[src/rtl/collision_scheduler.sv]
`default_nettype none
// ============================================================================
// Module   : collision_scheduler
// Brief    : Per-frame collision/pocketing scheduler for the white and red balls.
// Revision : 1.0 - initial release
// ============================================================================

module collision_ball #(
    parameter int HOLE_SINK_FRAMES = 16
) (
    input  logic               clk,
    input  logic               resetN,
    input  logic               i_sof,
    input  logic               i_border_req,
    input  logic signed [10:0] i_border_vel_x,
    input  logic signed [10:0] i_border_vel_y,
    input  logic               i_bb_req,
    input  logic signed [10:0] i_bb_vel_x,
    input  logic signed [10:0] i_bb_vel_y,
    input  logic               i_hole_req,
    input  logic [2:0]         i_hole_idx,
    input  logic               i_respawn_req,
    output logic signed [10:0] o_vel_x,
    output logic signed [10:0] o_vel_y,
    output logic               o_vel_load,
    output logic [1:0]         o_state,
    output logic [2:0]         o_hole_num,
    output logic               o_respawn
);
    typedef enum logic [1:0] {
        ST_ACTIVE   = 2'b00,
        ST_SINKING  = 2'b01,
        ST_POCKETED = 2'b10
    } state_t;

    localparam logic [7:0] c_sink_frames = 8'(HOLE_SINK_FRAMES);

    state_t             r_state;
    logic               r_col_pend;
    logic signed [10:0] r_col_x;
    logic signed [10:0] r_col_y;
    logic               r_hole_pend;
    logic [2:0]         r_hole_idx;
    logic [2:0]         r_hole_num;
    logic [7:0]         r_cnt;
    logic signed [10:0] r_vel_x;
    logic signed [10:0] r_vel_y;
    logic               r_vel_load;
    logic               r_respawn;

    logic               w_col_req;
    logic signed [10:0] w_col_x;
    logic signed [10:0] w_col_y;
    logic [7:0]         w_cnt_next;

    // Ball-ball impact takes priority over a simultaneous border bounce.
    assign w_col_req  = i_bb_req | i_border_req;
    assign w_col_x    = i_bb_req ? i_bb_vel_x : i_border_vel_x;
    assign w_col_y    = i_bb_req ? i_bb_vel_y : i_border_vel_y;
    assign w_cnt_next = r_cnt + 8'd1;

    always_ff @(posedge clk) begin
        if (!resetN) begin
            r_state     <= ST_ACTIVE;
            r_col_pend  <= 1'b0;
            r_col_x     <= '0;
            r_col_y     <= '0;
            r_hole_pend <= 1'b0;
            r_hole_idx  <= '0;
            r_hole_num  <= '0;
            r_cnt       <= '0;
            r_vel_x     <= '0;
            r_vel_y     <= '0;
            r_vel_load  <= 1'b0;
            r_respawn   <= 1'b0;
        end else begin
            r_vel_load <= 1'b0;
            r_respawn  <= 1'b0;
            unique case (r_state)
                ST_ACTIVE: begin
                    if (i_sof) begin
                        // Boundary cycle: resolve last frame, then re-arm with this cycle's requests.
                        r_col_pend  <= w_col_req;
                        r_col_x     <= w_col_x;
                        r_col_y     <= w_col_y;
                        r_hole_pend <= i_hole_req;
                        r_hole_idx  <= i_hole_idx;
                        if (r_hole_pend) begin
                            r_state     <= ST_SINKING;
                            r_hole_num  <= r_hole_idx;
                            r_cnt       <= '0;
                            r_vel_load  <= 1'b1;
                            r_vel_x     <= '0;
                            r_vel_y     <= '0;
                            r_col_pend  <= 1'b0;
                            r_hole_pend <= 1'b0;
                        end else if (r_col_pend) begin
                            r_vel_load <= 1'b1;
                            r_vel_x    <= r_col_x;
                            r_vel_y    <= r_col_y;
                        end
                    end else begin
                        if (!r_col_pend && w_col_req) begin
                            r_col_pend <= 1'b1;
                            r_col_x    <= w_col_x;
                            r_col_y    <= w_col_y;
                        end
                        if (!r_hole_pend && i_hole_req) begin
                            r_hole_pend <= 1'b1;
                            r_hole_idx  <= i_hole_idx;
                        end
                    end
                end
                ST_SINKING: begin
                    if (i_sof) begin
                        r_cnt <= w_cnt_next;
                        if (w_cnt_next == c_sink_frames) begin
                            r_state <= ST_POCKETED;
                        end
                    end
                end
                ST_POCKETED: begin
                    if (i_respawn_req) begin
                        r_state   <= ST_ACTIVE;
                        r_respawn <= 1'b1;
                    end
                end
                default: r_state <= ST_ACTIVE;
            endcase
        end
    end

    assign o_vel_x    = r_vel_x;
    assign o_vel_y    = r_vel_y;
    assign o_vel_load = r_vel_load;
    assign o_state    = r_state;
    assign o_hole_num = r_hole_num;
    assign o_respawn  = r_respawn;
endmodule

module collision_scheduler #(
    parameter int HOLE_SINK_FRAMES = 16
) (
    input  logic               clk,
    input  logic               resetN,
    input  logic               startOfFrame,
    input  logic               whiteBorderReq,
    input  logic               redBorderReq,
    input  logic signed [10:0] whiteBorderVelX,
    input  logic signed [10:0] whiteBorderVelY,
    input  logic signed [10:0] redBorderVelX,
    input  logic signed [10:0] redBorderVelY,
    input  logic               ballBallReq,
    input  logic signed [10:0] ballBallWhiteVelX,
    input  logic signed [10:0] ballBallWhiteVelY,
    input  logic signed [10:0] ballBallRedVelX,
    input  logic signed [10:0] ballBallRedVelY,
    input  logic               whiteHoleReq,
    input  logic               redHoleReq,
    input  logic [2:0]         whiteHoleIdx,
    input  logic [2:0]         redHoleIdx,
    input  logic               whiteRespawnReq,
    input  logic               redRespawnReq,
    output logic signed [10:0] whiteVelXOut,
    output logic signed [10:0] whiteVelYOut,
    output logic signed [10:0] redVelXOut,
    output logic signed [10:0] redVelYOut,
    output logic               whiteVelLoad,
    output logic               redVelLoad,
    output logic [1:0]         whiteState,
    output logic [1:0]         redState,
    output logic [2:0]         whiteHoleNum,
    output logic [2:0]         redHoleNum,
    output logic               whiteRespawn,
    output logic               redRespawn
);
    collision_ball #(.HOLE_SINK_FRAMES(HOLE_SINK_FRAMES)) u_white (
        .clk           (clk),
        .resetN        (resetN),
        .i_sof         (startOfFrame),
        .i_border_req  (whiteBorderReq),
        .i_border_vel_x(whiteBorderVelX),
        .i_border_vel_y(whiteBorderVelY),
        .i_bb_req      (ballBallReq),
        .i_bb_vel_x    (ballBallWhiteVelX),
        .i_bb_vel_y    (ballBallWhiteVelY),
        .i_hole_req    (whiteHoleReq),
        .i_hole_idx    (whiteHoleIdx),
        .i_respawn_req (whiteRespawnReq),
        .o_vel_x       (whiteVelXOut),
        .o_vel_y       (whiteVelYOut),
        .o_vel_load    (whiteVelLoad),
        .o_state       (whiteState),
        .o_hole_num    (whiteHoleNum),
        .o_respawn     (whiteRespawn)
    );

    collision_ball #(.HOLE_SINK_FRAMES(HOLE_SINK_FRAMES)) u_red (
        .clk           (clk),
        .resetN        (resetN),
        .i_sof         (startOfFrame),
        .i_border_req  (redBorderReq),
        .i_border_vel_x(redBorderVelX),
        .i_border_vel_y(redBorderVelY),
        .i_bb_req      (ballBallReq),
        .i_bb_vel_x    (ballBallRedVelX),
        .i_bb_vel_y    (ballBallRedVelY),
        .i_hole_req    (redHoleReq),
        .i_hole_idx    (redHoleIdx),
        .i_respawn_req (redRespawnReq),
        .o_vel_x       (redVelXOut),
        .o_vel_y       (redVelYOut),
        .o_vel_load    (redVelLoad),
        .o_state       (redState),
        .o_hole_num    (redHoleNum),
        .o_respawn     (redRespawn)
    );
endmodule

`default_nettype wire

[config.mk]
export PLATFORM = sky130hd
export DESIGN_NAME = collision_scheduler
export DESIGN_NICKNAME = d
export VERILOG_FILES = /design/src/rtl/collision_scheduler.sv
export SDC_FILE = /design/constraint.sdc
export NUM_CORES = 1
export LEC_CHECK = 0
export BUFFER_PORTS_ARGS = -buffer_cell sky130_fd_sc_hd__buf_2
export CAP_MARGIN = 20
export CORE_ASPECT_RATIO = 1.25
export CORE_MARGIN = 8
export CORE_UTILIZATION = 57
export CTS_BUF_LIST = sky130_fd_sc_hd__clkbuf_8
export CTS_CLUSTER_DIAMETER = 50
export DETAILED_ROUTE_END_ITERATION = 16
export PLACE_DENSITY_LB_ADDON = 0.05
export SLEW_MARGIN = 10
export SYNTH_ARGS = -nofsm -noshare
export SYNTH_HDL_FRONTEND = slang
export SYNTH_SLANG_ARGS = --single-unit
[constraint.sdc]
create_clock -name clk -period 2.3 [get_ports clk]
set_input_delay 0.46 -clock clk [delete_from_list [all_inputs] [get_ports clk]]
set_output_delay 0.46 -clock clk [all_outputs]
set_load 0.005 [all_outputs]
Yosys cells after proc, flatten, opt, wreduce, memory -nomap -nowiden
Index checks and enable logic that the tools add are counted.
Word-level totals
  flip-flop bits (word level): 128
  input bits: 104
  output and inout bits: 58
  word-level logic and storage cells: 140
Cells by class
  add/subtract/negate cells: 2
  equal/unequal tests: 16
  muxes and demuxes: 62
  bitwise logic cells: 2
  reductions and logical operators: 34
Operators with widths (number)
  2-to-1 mux 11 bit: 20
  2-to-1 mux 8 bit: 6
  one-hot mux 8 bit (2 select lines): 2
  2-to-1 mux 2 bit: 10
  2-to-1 mux 1 bit: 18
  AND reduction 3 bit: 6
  adder 8 x 1 -> 8 bit (second input constant): 2
  == test 8 x 5 -> 1 bit (second input constant): 2
  nonzero test 2 bit: 8
  2-to-1 mux 3 bit: 4
  != test 2 bit (second input constant): 6
  one-hot mux 2 bit (3 select lines): 2
  AND reduction 2 bit: 6
  AND reduction 5 bit: 2
  != test 2 x 1 -> 1 bit (second input constant): 4
  AND reduction 4 bit: 2
  == test 2 x 1 -> 1 bit (second input constant): 2
  == test 2 bit (second input constant): 2
  logical AND 1 bit: 4
  logical NOT 1 bit: 4
  logical NOT 2 bit: 2
  bitwise OR 1 bit: 2

Logic depth before layout (Yosys ltp)
  depth after elaboration: 5
  mapped depth: 7
  mapped depth without buffers: 5

Cells and area by module
From an unflattened synthesis, not the netlist that was laid out.
Second synthesis, totals
  cell total of the unflattened synthesis: 570
  area, all modules: 5367.6 µm²
Modules (own cells, without submodules)
  collision_ball: instances 2, cells an instance 285, area an instance 2683.8 µm², sequential area each 1281.2 µm²

Worst setup path after synthesis
No wires, ideal clock.
  path kind: input-to-reg
  start point: input startOfFrame
  end point: register u_red.r_vel_y[4], in the netlist u_red.o_vel_y[4]
  library setup time: 0.130 ns
  arrival time: 1.515 ns
  data required time: 2.170 ns
  slack: 0.655 ns
  cell stages on the path: 6
  path buffers: 2
  cell sequence: buf_4 or3b_4 o21bai_4 buf_4 a22oi_1 nor2_1
Between the ends
  longest elaborated chain between the ends: 1
Ends and longest elaborated chain
  start: declaration: line 146  | input logic startOfFrame,
  AND reduction 3 bit (no source line)
  end signal: assignment: line 100  | r_vel_y <= r_col_y;
  end: declaration: line 47  | logic signed [10:0] r_vel_y;
No other way between the ends.
A chain may end at the register's enable or synchronous reset.

Final worst setup path
  start point: register u_white.r_state[0], in the netlist u_white.o_state[0]
  end point: register u_white.r_cnt[3]
Between the ends
  longest elaborated chain between the ends: 3
  elaborated cells on any way between the ends: 8
  classes of those cells: eq/ne: 4; mux: 1; reduce/logical: 3
Ends and longest elaborated chain
  start: declaration: line 38  | state_t r_state;
  start signal: assignment: line 64  | r_state <= ST_ACTIVE;
  start signal: assignment: line 89  | r_state <= ST_SINKING;
  start signal: assignment: line 118  | r_state <= ST_POCKETED;
  == test 2 x 1 -> 1 bit / logical NOT 2 bit (equally long branches): line 79  | unique case (r_state)
  != test 2 bit (no source line), or another cell as far along
  AND reduction 4 bit (no source line)
  end signal: assignment: line 116  | r_cnt <= w_cnt_next;
  end: declaration: line 45  | logic [7:0] r_cnt;
Several ways; a longest one is shown, not always the timed one.

==> results.rst <==
.. list-table::
   :header-rows: 1

   * - Metric
     - Value
   * - Sink of the worst hold path
     - u_red.r_hole_idx[2]$_SDFFE_PN0P_
   * - Number of synthesized register bits
     - 128
   * - CTS Buffer Depth
     - 2
   * - Initial antenna violation count
     - 0
   * - Highest routing layer actually used
     - met4
   * - Switching share of total power
     - roughly a quarter
   * - Post CTS Setup Buffer Count
     - 0
   * - Relative area change from synthesis to final layout
     - 24.5%
   * - Power Internal
     - approximately 4.1 mW
   * - Critical path peak fanout
     - 14
   * - Unrepaired setup endpoints after global routing
     - false
   * - Worst IR drop on VDD
     - 0.000451 V
   * - Sum of met3 wire segment lengths after detailed routing
     - 1.07 mm
   * - Syn. warnings
     - 0
   * - Critical Path RT
     - ~2.7 ns
   * - Share of cell area taken by muxes after synthesis
     - 10.5%
   * - Hold path depth
     - 3
   * - Commonest non-fill, non-tap cell in the layout
     - sky130_fd_sc_hd__buf_2
   * - # Max-Cap Violations
     - 0
   * - Simple-gate share of the synthesized area
     - between 10% and 20%
   * - Outcome
     - completed
   * - Total number of vias
     - 4590
   * - Core region area
     - slightly above 9000 um^2
   * - Share of the yosys chip area belonging to registers
     - between 40% and 50%
   * - Number of resized instances in the post-cts repair step
     - 0
   * - Final Hold Vio Count
     - 0
   * - Worst setup SP type
     - flip-flop
   * - Routability-driven placement congestion ratio
     - 0.820
   * - Hold/Removal Path Class
     - in2reg
   * - Pwr per Cell Area
     - between 800 and 900 nW/um^2
   * - Fraction of synthesized cell area in xor and xnor cells
     - 0.164%
   * - Length of routed wiring on met1
     - 5.51 mm
   * - Total Neg Setup Slack
     - 0 ns
   * - Clock tree from TritonCTS
     - built
   * - Leakage dissipation
     - ~3 nW
   * - Count of unresolved DRC violations after routing
     - 0
   * - Clock root buffer master
     - sky130_fd_sc_hd__clkbuf_8
   * - Global-route usage over all layers
     - 20.4%
   * - Starting density of the core
     - 58.5%
   * - Number of nets with antenna violations after routing
     - 0
   * - CTS buffer count
     - 17
   * - Ant. Diodes
     - 0
   * - Largest clock skew in the final design
     - 0.00801 ns
   * - Detail-routed via count per cell
     - 5.50
   * - Portion of total power attributed to the clock network
     - between 40% and 50%
   * - Gate Count Post-Synth
     - 556
   * - Die outline area
     - between 10000 and 15000 um^2
   * - Site row count
     - 39
   * - Adder-Cell Fraction of Synth Area
     - 0.469%
   * - Count of clock tree sinks
     - ~130
   * - Number of input and output port buffers inserted
     - ~160
   * - Crit Path Class
     - reg2reg
   * - Min-Delay Startpoint
     - redHoleIdx[2]
   * - Distinct cell type count after synthesis
     - 52
   * - Clock-pin transition on the worst setup and hold timing paths
     - 0.07 ns
   * - Post-DP HPWL
     - about 9.3 mm
   * - Die extent in x
     - 103 um
   * - # nets final
     - 804
   * - FMAX
     - between 500 and 600 MHz
   * - Share of post-route cells with drive strength above 1
     - 32.9%
   * - Critical R2R Capture
     - u_white.r_cnt[3]$_SDFFE_PN0P_
   * - Count of hold buffers inserted by post-cts repair
     - 0
   * - Via count of the first global-routing pass
     - 4465
   * - Transition at the pin with the smallest max-transition slack
     - 0.697 ns
   * - Global-route wire length before repair
     - 20.8 mm
   * - Final setup violation count
     - 0
   * - Cell Area, Synth
     - approximately 5300 um^2
   * - Depth of the worst register-to-register path
     - 3
   * - Worst-Skew Late Latency
     - 0.42 ns
   * - Synth Area in Compound Gates
     - 19.9%
   * - Signal arrival time at the worst endpoint
     - approximately 2.0 ns
   * - Final core utilization
     - roughly 73%
   * - Pin count of the biggest net entering global routing
     - 98
   * - Final routed wire length divided by cell count
     - 15.7 um
   * - Relative contribution of sequential cells to total power
     - a little under half
   * - CP Capture Type
     - flip-flop
   * - DRC marker count from the first detailed-route iteration
     - 304
   * - I/O pin count
     - 162
   * - Shortest clock period the worst path allows after layout
     - 1.67 ns
   * - Drt first pass iters
     - 5
   * - Final count of pins violating max slew
     - 0
   * - H-tree lvl count
     - 4
   * - Wire length reported by the detailed router
     - 13.1 mm
   * - Met2 layer wire length in the routed design
     - 6.39 mm
   * - Filler cells
     - 711
   * - DIE HEIGHT
     - 124 um
   * - Main combinational cell family by area after synthesis
     - compound AO/OA/AOI/OAI gates
   * - Most frequent cells in the layout
     - sky130_fd_sc_hd__buf_2 (161), sky130_fd_sc_hd__dfxtp_1 (128), sky130_fd_sc_hd__nor2_1 (120), sky130_fd_sc_hd__mux2i_1 (56), sky130_fd_sc_hd__a211oi_1 (46)
   * - Startpoint of the worst register-to-register path
     - u_white.o_state[0]$_SDFFE_PN0P_
   * - Gate power share
     - approximately 11%
   * - Avg Cell Area, Syn
     - ~9.6 um^2
   * - Mapped Nets
     - between 600 and 700
   * - Remaining Overflow, GRT
     - 0
   * - Worst reg2reg setup slack
     - 0.63 ns
   * - Worst slew slack as a fraction of its limit
     - 53.0%
   * - Final cycle utilization of the critical path
     - 72.6%
   * - Switching power total
     - 1.27 mW
==> cells in the mapped netlist, drive strengths merged <==
master,instances,area share (%)
a211o,1,0.16
a211oi,46,6.5
a21oi,13,1.2
a22oi,47,7.5
a311o,1,0.19
a311oi,3,0.49
a31oi,3,0.35
a32oi,1,0.16
and3,5,0.59
and3b,2,0.33
and4,3,0.49
and4b,2,0.38
buf,27,3.1
clkbuf,19,1.3
dfxtp,128,48
ha,2,0.47
inv,2,0.14
mux2i,56,11
nand2,8,0.56
nand3,5,0.47
nand3b,4,0.56
nand4,1,0.12
nand4b,1,0.16
nor2,130,9.6
nor2b,4,0.47
nor3,4,0.38
nor3b,2,0.49
nor4,2,0.23
o2111ai,1,0.16
o211a,1,0.19
o211ai,2,0.28
o21a,2,0.28
o21ai,11,1.0
o21ba,2,0.38
o21bai,1,0.35
o221a,1,0.21
o22ai,1,0.12
o31a,1,0.16
o41ai,1,0.16
or3,1,0.12
or3b,7,1.2
or4b,1,0.19
xor2,1,0.16
==> layout make-up <==
| type | instances | area [um^2] | area share [%] |
|---|---|---|---|
| timing repair buffer | 169 | 903 | 13.6 |
| multi-input combinational | 380 | 2530 | 38.1 |
| tap | 123 | 154 | 2.32 |
| inverter | 2 | 10.0 | 0.151 |
| sequential | 128 | 2560 | 38.6 |
| clock inverter | 14 | 239 | 3.60 |
| clock buffer | 18 | 248 | 3.73 |
==> worst max-delay path by stage <==
| stage | startpoint | endpoint | slack, ns |
|---|---|---|---|
| after floorplan | startOfFrame | u_red.o_vel_y[4]$_SDFFE_PN0P_ | 0.66 |
| after global placement | startOfFrame | u_red.o_vel_y[6]$_SDFFE_PN0P_ | 0.40 |
| after detailed placement | startOfFrame | u_red.o_vel_y[7]$_SDFFE_PN0P_ | 0.34 |
| after CTS | u_white.o_state[0]$_SDFFE_PN0P_ | u_white.r_cnt[3]$_SDFFE_PN0P_ | 0.64 |
| after global routing | u_red.o_state[1]$_SDFFE_PN0P_ | u_red.r_col_y[10]$_SDFFE_PN0P_ | 0.46 |
| final | u_white.o_state[0]$_SDFFE_PN0P_ | u_white.r_cnt[3]$_SDFFE_PN0P_ | 0.63 |
==> worst max-delay path, cell delays in order (launching register included) <==
cell,delay (ns)
sky130_fd_sc_hd__dfxtp_1,0.50
sky130_fd_sc_hd__nand3b_1,0.38
sky130_fd_sc_hd__or3b_2,0.56
sky130_fd_sc_hd__a21oi_1,0.16
==> cells by family after synthesis <==
family	Yosys count
and+or+nand+nor	182
xor gates and xnor gates	1
AOI/OAI and AO/OA	139
adders and majority gates	2
DFF	128
muxes	56
buffers and inverters	48
==> metal layers <==
metal | up-vias | track usage (%)
met2 | 135 | 33.2
met4 | 0 | 7.08
met3 | 7 | 7.38
met1 | 2142 | 24.3
met5 | - | 0
li1 | 2306 | -
==> per-stage QoR <==
step                      power (mW)  hold WS (ns)  cell area (um^2)  setup slack, ns  instances
final                           5.32         0.266              6650            0.630        834
after detailed placement        3.08         0.479              6160            0.342        802
after floorplan                 2.88         0.463              5340            0.655        556
after CTS                       5.38         0.242              6650            0.641        834
after global placement          3.06         0.470              6160            0.401        802
after global routing            5.55         0.270              6650            0.465        834
==> power by group through the flow <==
stage	logic (mW)	registers [mW]	clock network, mW
after CTS	0.605	2.43	2.34
after detailed placement	0.601	2.48	0
after global routing	0.665	2.45	2.43
final	0.599	2.43	2.29
after global placement	0.580	2.48	0
after floorplan	0.412	2.46	0
==> sequential cells by signal, indices dropped and copies added, names as in the netlist, 2 cells and up <==
signal	flops
u_white.o_hole_num	3
u_red.o_hole_num	3
u_red.r_cnt	8
u_red.r_col_y	11
u_red.r_col_x	11
u_white.o_state	2
u_white.r_col_y	11
u_white.o_vel_x	11
u_white.r_col_x	11
u_white.o_vel_y	11
u_white.r_hole_idx	3
u_red.r_hole_idx	3
u_red.o_vel_x	11
u_red.o_vel_y	11
u_red.o_state	2
u_white.r_cnt	8
(Power assumes the default switching activity.)
